==> src/rtl/switch_debounce_filter.sv <==
// Switch debouncer: two-flop synchroniser, stability counter,
// registered level plus rise/fall pulses and a press toggle.
module switch_debounce_filter #(
  parameter int unsigned DEBOUNCE_LIMIT = 250000
) (
  input  logic i_Clk,
  input  logic i_Rst_L,
  input  logic i_Switch,
  output logic o_Switch,
  output logic o_Rise,
  output logic o_Fall,
  output logic o_Toggle
);

  localparam int unsigned CW = $clog2(DEBOUNCE_LIMIT);
  localparam logic [CW-1:0] LAST = CW'(DEBOUNCE_LIMIT - 1);
  localparam logic [CW-1:0] ONE  = CW'(1);

  logic          sync1_q;
  logic          sync2_q;
  logic [CW-1:0] count_q;
  logic [CW-1:0] count_d;
  logic          switch_q;
  logic          switch_d;
  logic          rise_q;
  logic          rise_d;
  logic          fall_q;
  logic          fall_d;
  logic          toggle_q;
  logic          toggle_d;

  // Bring the asynchronous pad into the clock domain.
  always_ff @(posedge i_Clk or negedge i_Rst_L) begin
    if (!i_Rst_L) begin
      sync1_q <= 1'b0;
      sync2_q <= 1'b0;
    end else begin
      sync1_q <= i_Switch;
      sync2_q <= sync1_q;
    end
  end

  // Count consecutive mismatches; accept the new level at terminal count.
  always_comb begin
    count_d  = count_q;
    switch_d = switch_q;
    rise_d   = 1'b0;
    fall_d   = 1'b0;
    toggle_d = toggle_q;
    if (sync2_q == switch_q) begin
      count_d = '0;
    end else if (count_q == LAST) begin
      count_d  = '0;
      switch_d = sync2_q;
      rise_d   = sync2_q;
      fall_d   = ~sync2_q;
      toggle_d = toggle_q ^ sync2_q;
    end else begin
      count_d = count_q + ONE;
    end
  end

  // Debounce state and registered outputs.
  always_ff @(posedge i_Clk or negedge i_Rst_L) begin
    if (!i_Rst_L) begin
      count_q  <= '0;
      switch_q <= 1'b0;
      rise_q   <= 1'b0;
      fall_q   <= 1'b0;
      toggle_q <= 1'b0;
    end else begin
      count_q  <= count_d;
      switch_q <= switch_d;
      rise_q   <= rise_d;
      fall_q   <= fall_d;
      toggle_q <= toggle_d;
    end
  end

  assign o_Switch = switch_q;
  assign o_Rise   = rise_q;
  assign o_Fall   = fall_q;
  assign o_Toggle = toggle_q;

endmodule

==> config.mk <==
export PLATFORM = sky130hd
export DESIGN_NAME = switch_debounce_filter
export DESIGN_NICKNAME = d
export VERILOG_FILES = /design/src/rtl/switch_debounce_filter.sv
export SDC_FILE = /design/constraint.sdc
export NUM_CORES = 1
export LEC_CHECK = 0
export CORE_ASPECT_RATIO = 2
export CORE_MARGIN = 3
export CORE_UTILIZATION = 40
export DETAILED_ROUTE_END_ITERATION = 10
export PLACE_DENSITY = 0.55
export SLEW_MARGIN = 0
export SYNTH_ARGS = -nofsm -noshare
export SYNTH_HDL_FRONTEND = slang
export SYNTH_SLANG_ARGS = --single-unit
==> constraint.sdc <==
create_clock -name i_Clk -period 4.42 [get_ports i_Clk]
set_clock_uncertainty 0.15 [all_clocks]
set_input_delay 0.884 -clock i_Clk [delete_from_list [all_inputs] [get_ports i_Clk]]
set_output_delay 0.884 -clock i_Clk [all_outputs]
set_load 0.02 [all_outputs]
==> results of run 1 <==
path summary, 6_finish.rpt:
| path | to | depth (start not counted) | from | slack (ps) |
|---|---|---|---|---|
| min | sync2_q | 0 | sync1_q | 220 |
| min in group asynchronous | count_q[14] | 1 | i_Rst_L | 1050 |
| max | count_q[7] | 4 | count_q[10] | 2000 |
| min reg2reg | sync2_q | 0 | sync1_q | 220 |
| max in group asynchronous | o_Toggle | 1 | i_Rst_L | 2440 |
| max reg2reg | count_q[7] | 4 | count_q[10] | 2000 |
synthesized netlist by cell type (2+ instances only):
cell     number
dfrtp_1      24
inv_1         2
nand2_1       5
nand3_1       5
nand4_1       4
nand4_2       2
nor2_1       23
nor3_1        3
nor3b_1       2
nor4_1        5
xnor2_1      12
xor2_1        4
worst register-to-register path: stages (launching register included):
cell,delay (ps)
dfrtp_1,460
nor4b_1,420
nand4_1,220
o21ai_1,880
nor2_1,130
registers in the layout, summed over array words and instances, names as in the netlist:
name	flops
count_q	18
o_Fall	1
o_Rise	1
o_Switch	1
o_Toggle	1
sync1_q	1
sync2_q	1
per-layer routing:
layer  up-vias  wire length, um
met4         0               46
met1       402              867
met3         5               50
met2        13             1150
met5         -                0
li1        386                -
cell families after synthesis:
group | after synthesis | synth area share [%]
AOI/OAI and AO/OA | 4 | 2.12
muxes | 1 | 1.00
xor gates and xnor gates | 16 | 12.5
adders and majority gates | 1 | 1.11
and+or+nand+nor | 58 | 28.4
DFF | 24 | 53.5
buffers and inverters | 3 | 1.34
cell type report:
type / instances / share of cell area, %
well taps: 28 / 2.80
flip-flops and latches: 24 / 48.0
multi-input cells: 80 / 40.5
clock buffers: 3 / 3.30
repair buffers: 6 / 4.80
inverters: 2 / 0.600
through the flow:
step / instance area, um2 / utilization, % / total power, W / hold WS (ps) / instances
3_3_place_gp: 1210 / 46.5 / 0.000243 / 194 / 140
6_report: 1250 / 48.1 / 0.000363 / 216 / 143
3_5_place_dp: 1210 / 46.5 / 0.000244 / 208 / 140
2_1_floorplan: 1120 / - / 0.000236 / 181 / 107
4_1_cts: 1250 / 48.1 / 0.000372 / 228 / 143
5_1_grt: 1250 / 48.1 / 0.000377 / 237 / 143
power groups by stage:
stage	sequential (W)	clock, W	combinational, W
after floorplan	0.000230	0	0.00000596
after global placement	0.000230	0	0.0000132
after detailed placement	0.000230	0	0.0000137
after CTS	0.000226	0.000132	0.0000137
after global routing	0.000227	0.000136	0.0000148
final	0.000226	0.000124	0.0000130
==> impl_metrics.json, run 1 <==
{
  "p_leak_nw": 0.501,
  "synth_top_area_cell": "dfrtp_1",
  "drt_wl_total_um": 2120,
  "cts_tree": "yes",
  "grtUsageMet1_pct": 15.1,
  "cap_viol_max_count": 0,
  "final_common_cell": "dfrtp_1",
  "overflow": 0,
  "synth-async-reset-ratio_pct": 100,
  "switching_share_pct": 20.9,
  "multi_input_area_um2": 507,
  "internal-power_w": 0.000288,
  "ant_nets": 0,
  "p_per_area_nw_per_um2": 290,
  "drive_gt1_share_pct": 6.96,
  "combPwrFrac_pct": 3.6,
  "start_util_pct": 43.1,
  "rsz0062_at_grt": "no",
  "vias": 806,
  "p_seq_share_pct": 62.2,
  "vdd_drop_max_mv": 0.167,
  "mappedNetlistArea_um2": 1120,
  "mostFrequentLayoutCells": "dfrtp_1 (24), nor2_1 (23), xnor2_1 (12)",
  "switchingPower_w": 0.0000759,
  "drt_iter0_drc": 40,
  "grtUsageMet3_pct": 2.00,
  "grt_use_met2_pct": 24.9,
  "worst_slack_ps": 2000,
  "layout.area.seq_um2": 601,
  "chipHeight_um": 80.9,
  "crit_family": "compound AO/OA/AOI/OAI gates",
  "crit_fanout": 16,
  "grt_use_total_pct": 13.7,
  "core-area_um2": 2600,
  "synth_top_area_share_pct": 53.5,
  "ys_types": 28,
  "gp_congestion": 0.720,
  "synth_area_per_cell_um2": 10.5,
  "dr.pass1.iters": 4,
  "path_class": "reg2reg",
  "via_per_inst": 5.64,
  "postCtsResizedCells": 0,
  "worstSkewPairLatency_ps": 260,
  "synth_nets": 111,
  "antenna_found_initial": 0,
  "yosys_register_bits": 24,
  "grt_pass1_wl_um": 3700,
  "drc_errors": 0,
  "slew_violations": 0,
  "io_buffer_count": 6,
  "cts_setup_buffers": 0,
  "ys_seq_area_share_pct": 53.5,
  "cp_slowest_cell": "o21ai_1",
  "postCtsHoldBufs": 0,
  "ios": 7,
  "area_delta_synth_final_pct": 11.5,
  "crit_path_max_incr_delay_ps": 880,
  "cts_buffer_depth": 2,
  "post-route-period-util_pct": 54.8,
  "relSlewSlack_pct": 27.2,
  "grt_max_degree": 25,
  "row_count": 26,
  "hold_class": "reg2reg",
  "busiest_layer": "met2",
  "required_ps": 4370,
  "dieArea_um2": 3520,
  "n_antenna_cell": 0,
  "synthTopCellsByArea": "dfrtp_1 (54%), xnor2_1 (9.4%), nor2_1 (7.7%)",
  "hold_violations": 0,
  "synthCells": 107,
  "arrival_ps": 2370,
  "grt_pass1_vias": 844,
  "pre_cts_ws_ps": 1970,
  "finalSetupViolations": 0,
  "fillers": 258,
  "cts_root_buf": "clkbuf_8",
  "synth_edf_count": 0,
  "tns_ps": 0,
  "clockPowerShare_pct": 34.2,
  "fmax_ghz": 0.413,
  "hpwlAfterDp_um": 1580,
  "crit_chain": "nor4b_1, nand4_1, o21ai_1, nor2_1",
  "cts_num_sinks": 24,
  "htree_num_levels": 1,
  "die_w_um": 43.5,
  "cts_buffers": 3,
  "min_period_ps": 2420,
  "outcome": "complete, no violations",
  "clkSlewWorstSetupHoldPaths_ps": 80,
  "synth_ff_type": "dfrtp_1",
  "synth_warnings": 0,
  "wl_per_cell_um": 14.8,
  "startpoint_type": "flip-flop",
  "final_nets": 121,
  "critical_path_buf_inv_count": 0,
  "worst_pin_slew_ps": 1080,
  "crit_path_end_kind": "flip-flop"
}
(Power assumes the default switching activity.)
==> run 2, diff against run 1 <==
--- a/config.mk
+++ b/config.mk
@@ -9,7 +9,7 @@
 export CORE_MARGIN = 3
 export CORE_UTILIZATION = 40
 export DETAILED_ROUTE_END_ITERATION = 10
-export PLACE_DENSITY = 0.55
+export PLACE_DENSITY = 0.57
 export SLEW_MARGIN = 0
 export SYNTH_ARGS = -nofsm -noshare
 export SYNTH_HDL_FRONTEND = slang
==> constraint.sdc (replaced) <==
create_clock -name i_Clk -period 2 [get_ports i_Clk]
set_clock_uncertainty 0.15 [all_clocks]
set_input_delay 0.4 -clock i_Clk [delete_from_list [all_inputs] [get_ports i_Clk]]
set_output_delay 0.4 -clock i_Clk [all_outputs]
set_load 0.02 [all_outputs]
==> run 2 against run 1 <==
Against the previous run:
- sequential share of layout area fell by 1.2 points
- critical endpoint is now count_q[17]
- cell count rose by 2.8%
- hold slack improved by 2.3 ps
- largest cell class unchanged
- critical path type unchanged
- first-iteration DRC count fell by 57%
==> impl_metrics.json, run 2 (synthesis gave the netlist of run 1 again) <==
{
  "whs_path_depth": 0,
  "largest_reg_flops": 18,
  "worst_pin_slew_ps": 414,
  "cap_viol_max_count": 0,
  "mostFrequentLayoutCells": "nor2_1 (23), dfrtp_1 (22), xnor2_1 (12)",
  "crit_path_end_kind": "flip-flop",
  "internal-power_w": 0.000638,
  "crit_path_start": "count_q[5]",
  "worst-r2r-cell-count": 4,
  "tns_ps": 0,
  "grt_use_total_pct": 15.1,
  "area_delta_synth_final_pct": 14.9,
  "crit_chain": "nand3_4, or4_4, or3_1, a21oi_1",
  "cts_buffer_depth": 2,
  "drt_wl_total_um": 2260,
  "gp_congestion": 0.841,
  "vias": 803,
  "drt_iter0_drc": 17,
  "cp_slowest_cell": "or4_4",
  "dieArea_um2": 3520,
  "hold_class": "reg2reg",
  "via_per_inst": 5.46,
  "clkSlewWorstSetupHoldPaths_ps": 80,
  "arrival_ps": 1900,
  "clockPowerShare_pct": 34.4,
  "post-route-period-util_pct": 92.9,
  "top_register": "count_q",
  "finalSetupViolations": 0,
  "hpwlAfterDp_um": 1630,
  "fmax_ghz": 0.538,
  "rsz0062_at_grt": "no",
  "rrSetupSlack_ps": 140,
  "row_count": 26,
  "worstHoldStart": "sync1_q",
  "core-area_um2": 2600,
  "p_leak_nw": 0.519,
  "drive_gt1_share_pct": 12.6,
  "holdWs_ps": 218,
  "ios": 7,
  "combPwrFrac_pct": 3.8,
  "cts_buffers": 3,
  "htree_num_levels": 1,
  "io_buffer_count": 6,
  "chipHeight_um": 80.9,
  "required_ps": 2040,
  "cts_root_buf": "clkbuf_8",
  "grt_pass1_wl_um": 3950,
  "die_w_um": 43.5,
  "drc_errors": 0,
  "antenna_found_initial": 0,
  "p_seq_share_pct": 61.8,
  "cts_num_sinks": 24,
  "grt_pass1_vias": 837,
  "switching_share_pct": 21.2,
  "dr.pass1.iters": 4,
  "ant_nets": 0,
  "n_antenna_cell": 0,
  "min_period_ps": 1860,
  "switchingPower_w": 0.000172,
  "path_class": "reg2reg",
  "cts_tree": "yes",
  "cts_setup_buffers": 0,
  "overflow": 0,
  "grt_max_degree": 25,
  "final_nets": 125,
  "wl_per_cell_um": 15.4,
  "relSlewSlack_pct": 72.1,
  "hold_violations": 0,
  "r2r-start": "count_q[5]",
  "crit_fanout": 9,
  "crit_path_max_incr_delay_ps": 580,
  "vdd_drop_max_mv": 0.333,
  "slew_violations": 0,
  "startpoint_type": "flip-flop",
  "start_util_pct": 43.1,
  "worstSkewPairLatency_ps": 260,
  "final_common_cell": "nor2_1",
  "p_per_area_nw_per_um2": 628,
  "outcome": "complete, no violations"
}
-- run 2: routing by layer --
| layer | up-vias | part of all wire (%) | track usage, % |
|---|---|---|---|
| met2 | 15 | 54 | 26.1 |
| li1 | 396 | - | - |
| met3 | 7 | 2.4 | 3.10 |
| met5 | - | 0 | 0 |
| met1 | 385 | 40 | 16.2 |
| met4 | 0 | 3.1 | 9.37 |
-- run 2: worst paths after layout --
kind	to
worst min-delay path	sync2_q
max in group asynchronous	count_q[10]
worst max-delay path	count_q[17]
min in group asynchronous	count_q[2]
worst min register to register	sync2_q
worst max register to register	count_q[17]
-- run 2: worst max-delay path: cells and delay by family, from the launching register on --
family           cells  cell delay (ps)
flip-flops           1              450
AO/OA/AOI/OAI        1              140
AND/OR/NAND/NOR      3             1050
-- run 2: timing repair --
item	CTS	global route
hold buffers	0	0
endpoints found under the setup margin	0	17
resized for setup	0	3
-- run 2: power groups by stage --
stage	Sequential, W	Combinational, W	Clock [W]
2_1_floorplan	0.000507	0.0000132	0
3_3_place_gp	0.000509	0.0000317	0
3_5_place_dp	0.000509	0.0000324	0
4_1_cts	0.000500	0.0000323	0.000291
5_1_grt	0.000501	0.0000351	0.000306
6_report	0.000500	0.0000308	0.000279
-- run 2: cell type report --
cell class / count / area (um2)
clock buffer: 3 / 41.3
multi-input combinational: 80 / 513
timing repair buffer: 10 / 90.1
sequential: 24 / 603
inverter: 2 / 7.51
tap: 28 / 35.0
fill: 266 / 1310
-- run 2: through the flow --
step	cells	area (um2)	power, W	util (%)	worst slack (ps)
global placement	144	1240	0.000541	47.6	170
CTS	147	1280	0.000823	49.2	121
floorplan	107	1120	0.000521	-	184
global route	147	1290	0.000842	49.6	18.4
detailed placement	144	1240	0.000542	47.6	126
finish	147	1290	0.000810	49.6	142
==> run 3, diff against run 2 <==
--- a/config.mk
+++ b/config.mk
@@ -5,6 +5,7 @@
 export SDC_FILE = /design/constraint.sdc
 export NUM_CORES = 1
 export LEC_CHECK = 0
+export CAP_MARGIN = 30
 export CORE_ASPECT_RATIO = 2
 export CORE_MARGIN = 3
 export CORE_UTILIZATION = 40
==> results of run 3 <==
Final layout, timing and power as in run 2 (identical DEF).
